<file path="src/rtl/rcon_inv.sv">
// rtl/rcon_inv.sv - AES inverse round-constant sequencer (optional forward mode: RCON_INV_FWD_EN)
// Walks RCON from x^(NROUNDS-1) down to 0x01, one step per Next, with round tracking and flags.
module rcon_inv #(
  parameter int NROUNDS = 10
) (
  input  logic       ClkxCI,
  input  logic       RstxBI,
  input  logic       StartxSI,
  input  logic       NextxSI,
  input  logic       ActivexSI,
`ifdef RCON_INV_FWD_EN
  input  logic       DirxSI,
`endif
  output logic [7:0] RCONxDO,
  output logic [3:0] RoundxDO,
  output logic       BusyxSO,
  output logic       FirstRoundxSO,
  output logic       LastRoundxSO,
  output logic       FinishedxSO
);

  if (NROUNDS < 1 || NROUNDS > 10) begin : g_bad_nrounds
    $error("rcon_inv: NROUNDS must be in 1..10");
  end

  function automatic logic [7:0] f_xtime(input logic [7:0] v);
    return {v[6:0], 1'b0} ^ (v[7] ? 8'h1B : 8'h00);
  endfunction

  // Multiply by x^-1 mod 0x11B: v>>1, folding the dropped bit back in as 0x8D.
  function automatic logic [7:0] f_invstep(input logic [7:0] v);
    return {v[0], v[7], v[6], v[5], v[4] ^ v[0], v[3] ^ v[0], v[2], v[1] ^ v[0]};
  endfunction

  function automatic logic [7:0] f_start(input int n);
    logic [7:0] v;
    v = 8'h01;
    for (int i = 1; i < n; i++) v = f_xtime(v);
    return v;
  endfunction

  localparam logic [7:0] START_RCON = f_start(NROUNDS);
  localparam logic [3:0] LAST_ROUND = 4'(NROUNDS);

  typedef enum logic [1:0] {
    S_IDLE,
    S_RUN,
    S_DONE
  } state_t;

  state_t     r_state;
  logic [7:0] r_rcon;
  logic [3:0] r_round;
  logic       w_fwd;
  logic       w_start_fwd;
  logic       w_end;

`ifdef RCON_INV_FWD_EN
  logic r_dir;

  always_ff @(posedge ClkxCI or negedge RstxBI) begin
    if (!RstxBI) begin
      r_dir <= 1'b0;
    end else if (StartxSI) begin
      r_dir <= DirxSI;
    end
  end

  assign w_fwd       = r_dir;
  assign w_start_fwd = DirxSI;
`else
  assign w_fwd       = 1'b0;
  assign w_start_fwd = 1'b0;
`endif

  assign w_end = w_fwd ? (r_round == LAST_ROUND) : (r_round == 4'd1);

  always_ff @(posedge ClkxCI or negedge RstxBI) begin
    if (!RstxBI) begin
      r_state <= S_IDLE;
      r_rcon  <= 8'h00;
      r_round <= 4'd0;
    end else if (StartxSI) begin
      // Start always reloads, including mid-run and on a Start+Next collision.
      r_state <= S_RUN;
      r_rcon  <= w_start_fwd ? 8'h01 : START_RCON;
      r_round <= w_start_fwd ? 4'd1 : LAST_ROUND;
    end else if (NextxSI && r_state == S_RUN) begin
      if (w_end) begin
        r_state <= S_DONE;
        r_rcon  <= 8'h00;
        r_round <= 4'd0;
      end else begin
        r_rcon  <= w_fwd ? f_xtime(r_rcon) : f_invstep(r_rcon);
        r_round <= w_fwd ? r_round + 4'd1 : r_round - 4'd1;
      end
    end
  end

  assign RCONxDO       = (ActivexSI && r_state == S_RUN) ? r_rcon : 8'h00;
  assign RoundxDO      = r_round;
  assign BusyxSO       = (r_state == S_RUN);
  assign FirstRoundxSO = BusyxSO && (w_fwd ? (r_round == 4'd1) : (r_round == LAST_ROUND));
  assign LastRoundxSO  = BusyxSO && (w_fwd ? (r_round == LAST_ROUND) : (r_round == 4'd1));
  assign FinishedxSO   = (r_state == S_DONE);

endmodule

</file>
<file path="config.mk">
export PLATFORM = sky130hd
export DESIGN_NAME = rcon_inv
export DESIGN_NICKNAME = d
export VERILOG_FILES = /design/src/rtl/rcon_inv.sv
export SDC_FILE = /design/constraint.sdc
export NUM_CORES = 1
export LEC_CHECK = 0
export ABC_AREA = 1
export CAP_MARGIN = 40
export CORE_MARGIN = 1
export CORE_UTILIZATION = 50
export DETAILED_ROUTE_END_ITERATION = 7
export PLACE_DENSITY = 0.82
export SLEW_MARGIN = 15
export SYNTH_ARGS = -nofsm -noshare
export SYNTH_HDL_FRONTEND = slang
export SYNTH_SLANG_ARGS = --single-unit
</file>
<file path="constraint.sdc">
create_clock -name ClkxCI -period 1.7 [get_ports ClkxCI]
set_input_delay 0.425 -clock ClkxCI [delete_from_list [all_inputs] [get_ports ClkxCI]]
set_output_delay 0.425 -clock ClkxCI [all_outputs]
set_load 0.01 [all_outputs]
</file>
* Yosys cells after proc, flatten, opt, wreduce, memory -nomap -nowiden
Index checks and enable logic that the tools add are counted.
** Word-level totals
- Bits in read-only memories :: 0
- Flip-flop bits (word level) :: 14
- Memory bits (writable) :: 0
- Input bits :: 5
- Memories :: 0
- Output and inout bits :: 16
- Bits in latches :: 0
- Word-level logic and storage cells :: 28
** Operators by class
- Mux-type cells :: 10
- $mul :: 0
- Bitwise logic cells :: 3
- Reductions and logical operators :: 7
- Shifts and indexed selects :: 0
- Add/subtract/negate cells :: 1
- Order comparisons :: 0
- Div/mod/pow operators :: 0
- Equal/unequal tests :: 4
** Operator list (number)
- 2-to-1 mux 8 bit :: 4
- 2-to-1 mux 4 bit :: 3
- 2-to-1 mux 2 bit :: 3
- equality test 4 x 1 -> 1 bit (second input constant) :: 1
- equality test 4 bit (second input constant) :: 1
- logical AND 1 bit :: 4
- nonzero test 2 bit :: 2
- subtractor 4 x 1 -> 4 bit (second input constant) :: 1
- XOR 1 bit :: 3
- equality test 2 x 1 -> 1 bit (second input constant) :: 1
- equality test 2 bit (second input constant) :: 1
- AND reduction 2 bit :: 1

* Longest topological paths before layout
- Depth in word-level cells :: 4
- Gate-level depth with buffers :: 7
- Mapped depth without buffers :: 7

* Worst setup path before layout
No wires, ideal clock.
- Kind :: reg2out
- Start point :: reg r_round[0], in the netlist RoundxDO[0]
- End point :: out FirstRoundxSO
- Data required time :: 1.275 ns
- Buffers on the path :: 0
- Slack :: 0.260 ns
- Stages on the path, launching flop included :: 5
- Arrival :: 1.015 ns
- Path through :: dfrtp_1 > inv_1 > ha_1 > nand2_1 > nor3_1
** On the way
- Longest elaborated chain between the ends :: 2
** RTL lines
- from (decl) :: line 53 : logic [3:0] r_round;
- from (signal assigned) :: line 87 : r_round <= w_start_fwd ? 4'd1 : LAST_ROUND;
- from (signal assigned) :: line 95 : r_round <= w_fwd ? r_round + 4'd1 : r_round - 4'd1;
- equality test 4 bit
- logical AND 1 bit :: line 103 : assign FirstRoundxSO = BusyxSO && (w_fwd ? (r_round == 4'd1) : (r_round == LAST_ROUND));
- to (decl) :: line 17 : output logic FirstRoundxSO,
No other way between the ends.

* Final worst setup path
Ends and elaborated chain as after synthesis.

==> out/qor.txt <==
slew margin rel. - 77.7%
Iter 0 DRT Violations - 16
Post-DRT Antenna Nets - 0
DIE AREA - 0.00177 sq mm
Net Sw Frac - 34.4%
max-slew violations - 0
Power Total - 1.02 mW
Root Driver - clkbuf_4
post-layout min period - 1.69 ns
H-tree levels - 1
fin area - 0.00116 sq mm
Setup Viol. Count Final - 0
P_leak - 0.632 nW
Setup TNS - 0 ns
Reg power frac - 39.8%
CTS clk-pin slew, worst paths - 0.10 ns
Ys Warns - 0
R2R setup slack - 0.40 ns
Post-Route WL - 2110 microns
FF-to-FF path depth - 5
I/O pin count - 21
post-place instance area - 0.00110 sq mm
CP arrival - 1.26 ns
Tot GR Track Use - 23.9%
Core ar. - 0.00151 sq mm
total of max-cap violations - 0
Avg Synthesized Cell Area - 8.20 sq um
maximum vdd drop - 583 uV
TritonCTS Buffers - 3
Worst-Skew Late Latency - 0.29 ns
share of cells above drive strength 1 - 38.0%
Least-Margin Pin Slew - 0.332 ns
Power Dens Cells - 877 mW/mm^2
number of global-route vias before repair - 764
NetSw - 349 uW
Via density - 5.27
Int Pwr - 666 uW
# clock sinks - 14
Pre-antenna DRT Iters - 4
outcome - finished, final reports clean
critical path class - flip-flop to primary output
area delta synth->final - 44.1%
Clk network pwr share - 24.6%
die height - 42.1 microns
TritonCTS clock tree - yes
post-layout util - 76.8%
worst flop-to-flop path startpoint - RoundxDO[1]
Hold/Removal Path Class - input port to async pin
buffers added on ports - 20
Cell Area, Synth - 803 sq um
GRT overflow - 0
via count - 807
CP required - 1.27 ns
largest net degree at the start of global routing - 15
Layout Nets - 146
reg2reg end - RoundxDO[3]
CP Capture Type - primary output
Die Width - 42.1 microns
Post-Synthesis Cells - 98
flops & latches, synth - 14
DP HPWL - 1440 microns
hold_buf cts - 0
CP Launch Type - flip-flop
initial antenna violation count - 0
CP startpoint - RoundxDO[0]
n_diodes - 0
Synth cell types - 21
period utilization - 99.3%
final hold viol count - 0
Max FO, Critical Path - 3
FP Rows - 14
first-pass GRT wire length - 3200 microns
DR DRC count - 0
Final Skew - 0.00663 ns
Initial Util - 53.3%
combinational power share - 35.6%
Post-Syn Nets - 106
RSZ-0062 raised after global routing - yes
CTS max path bufs - 2
Seq/Total Area, Yosys - 43.6%
FMAX - 592 MHz
wire per inst - 13.8 microns
RePlAce Congestion - 0.798
-- cell usage in the layout, fill, tap and decap left out, types with 2 or more instances in the layout --
master	synthesis	layout
buf_4	0	17
dlygate4sd2_1	0	6
inv_1	12	8
clkbuf_4	0	3
nand2_1	17	16
nor2_1	12	11
nand3_1	6	6
xor2_1	3	3
ha_4	0	2
inv_2	2	6
a21oi_1	5	5
clkdlybuf4s50_1	0	3
o21ai_1	6	6
nand2_4	3	4
nand4_1	3	3
dfrtp_1	14	13
buf_2	1	10
nand2_2	3	3
-- power groups by stage --
stage | clock network, mW | logic (mW) | registers [mW]
after floorplan | 0 | 0.169 | 0.409
after global placement | 0 | 0.337 | 0.404
final | 0.250 | 0.361 | 0.404
after detailed placement | 0 | 0.348 | 0.406
after CTS | 0.247 | 0.332 | 0.399
after global routing | 0.264 | 0.392 | 0.408
-- worst max-delay path by stage --
stage / endpoint / depth (start not counted)
floorplan: FirstRoundxSO / 4
global placement: RCONxDO[3] / 4
detailed placement: RCONxDO[3] / 4
CTS: FirstRoundxSO / 5
global route: LastRoundxSO / 5
finish: FirstRoundxSO / 5
-- per-layer routing --
layer	global-route usage [%]	wire length, microns	vias up
met5	0	0	-
met4	11.3	72	0
met3	1.72	65	9
met2	42.8	1110	22
met1	29.1	862	385
li1	-	-	391
-- cell families after synthesis --
logic type               after synthesis  synth area share [%]
adder cells (fa/ha/maj)                3                  4.67
AO/OA/AOI/OAI                         13                  8.57
buffers and inverters                 17                  9.19
flip-flops                            14                  43.6
AND/OR/NAND/NOR                       47                  29.6
XOR/XNOR                               4                  4.36
-- stage by stage --
stage	instances	setup WS (ns)	hold slack, ns
after floorplan	98	0.260	0.129
after global placement	145	-0.385	0.460
after detailed placement	145	-0.414	0.459
after CTS	150	-0.0524	0.442
after global routing	153	-0.0291	0.440
final	153	0.0117	0.431
-- area by class of cell --
type | count | area, sq um
well taps | 16 | 20.0
fillers | 106 | 349
clock buffers | 4 | 36.3
repair buffers | 37 | 273
flip-flops and latches | 14 | 352
inverters | 15 | 57.6
multi-input cells | 67 | 419
-- flip-flops by register name, summed over array words and instances (netlist names) --
register  cells
r_rcon        8
RoundxDO      4
r_state       2
-- cells in the mapped netlist, drive strengths merged --
master	number	area share, %
a21oi	5	3.1
buf	2	2.0
clkinv	1	0.62
dfrtp	14	44
ha	3	4.7
inv	14	6.5
nand2	23	14
nand3	7	5.9
nand4	3	2.3
nor2	12	5.6
nor3	2	1.2
o21ai	8	5.5
xnor2	1	1.1
xor2	3	3.3
-- repair_timing --
action | in CTS | in global routing
endpoints found under the setup margin | 15 | 11
resized for setup | 50 | 10
pin swaps | 5 | 1
buffers inserted | 1 | 3
-- worst max-delay path, cell delays in order (launching register included) --
cell and delay [ns]:
dfrtp_1 0.42, inv_2 0.10, ha_4 0.13, nand2_1 0.06, nor3_2 0.12, buf_2 0.16
(Power assumes the default switching activity.)
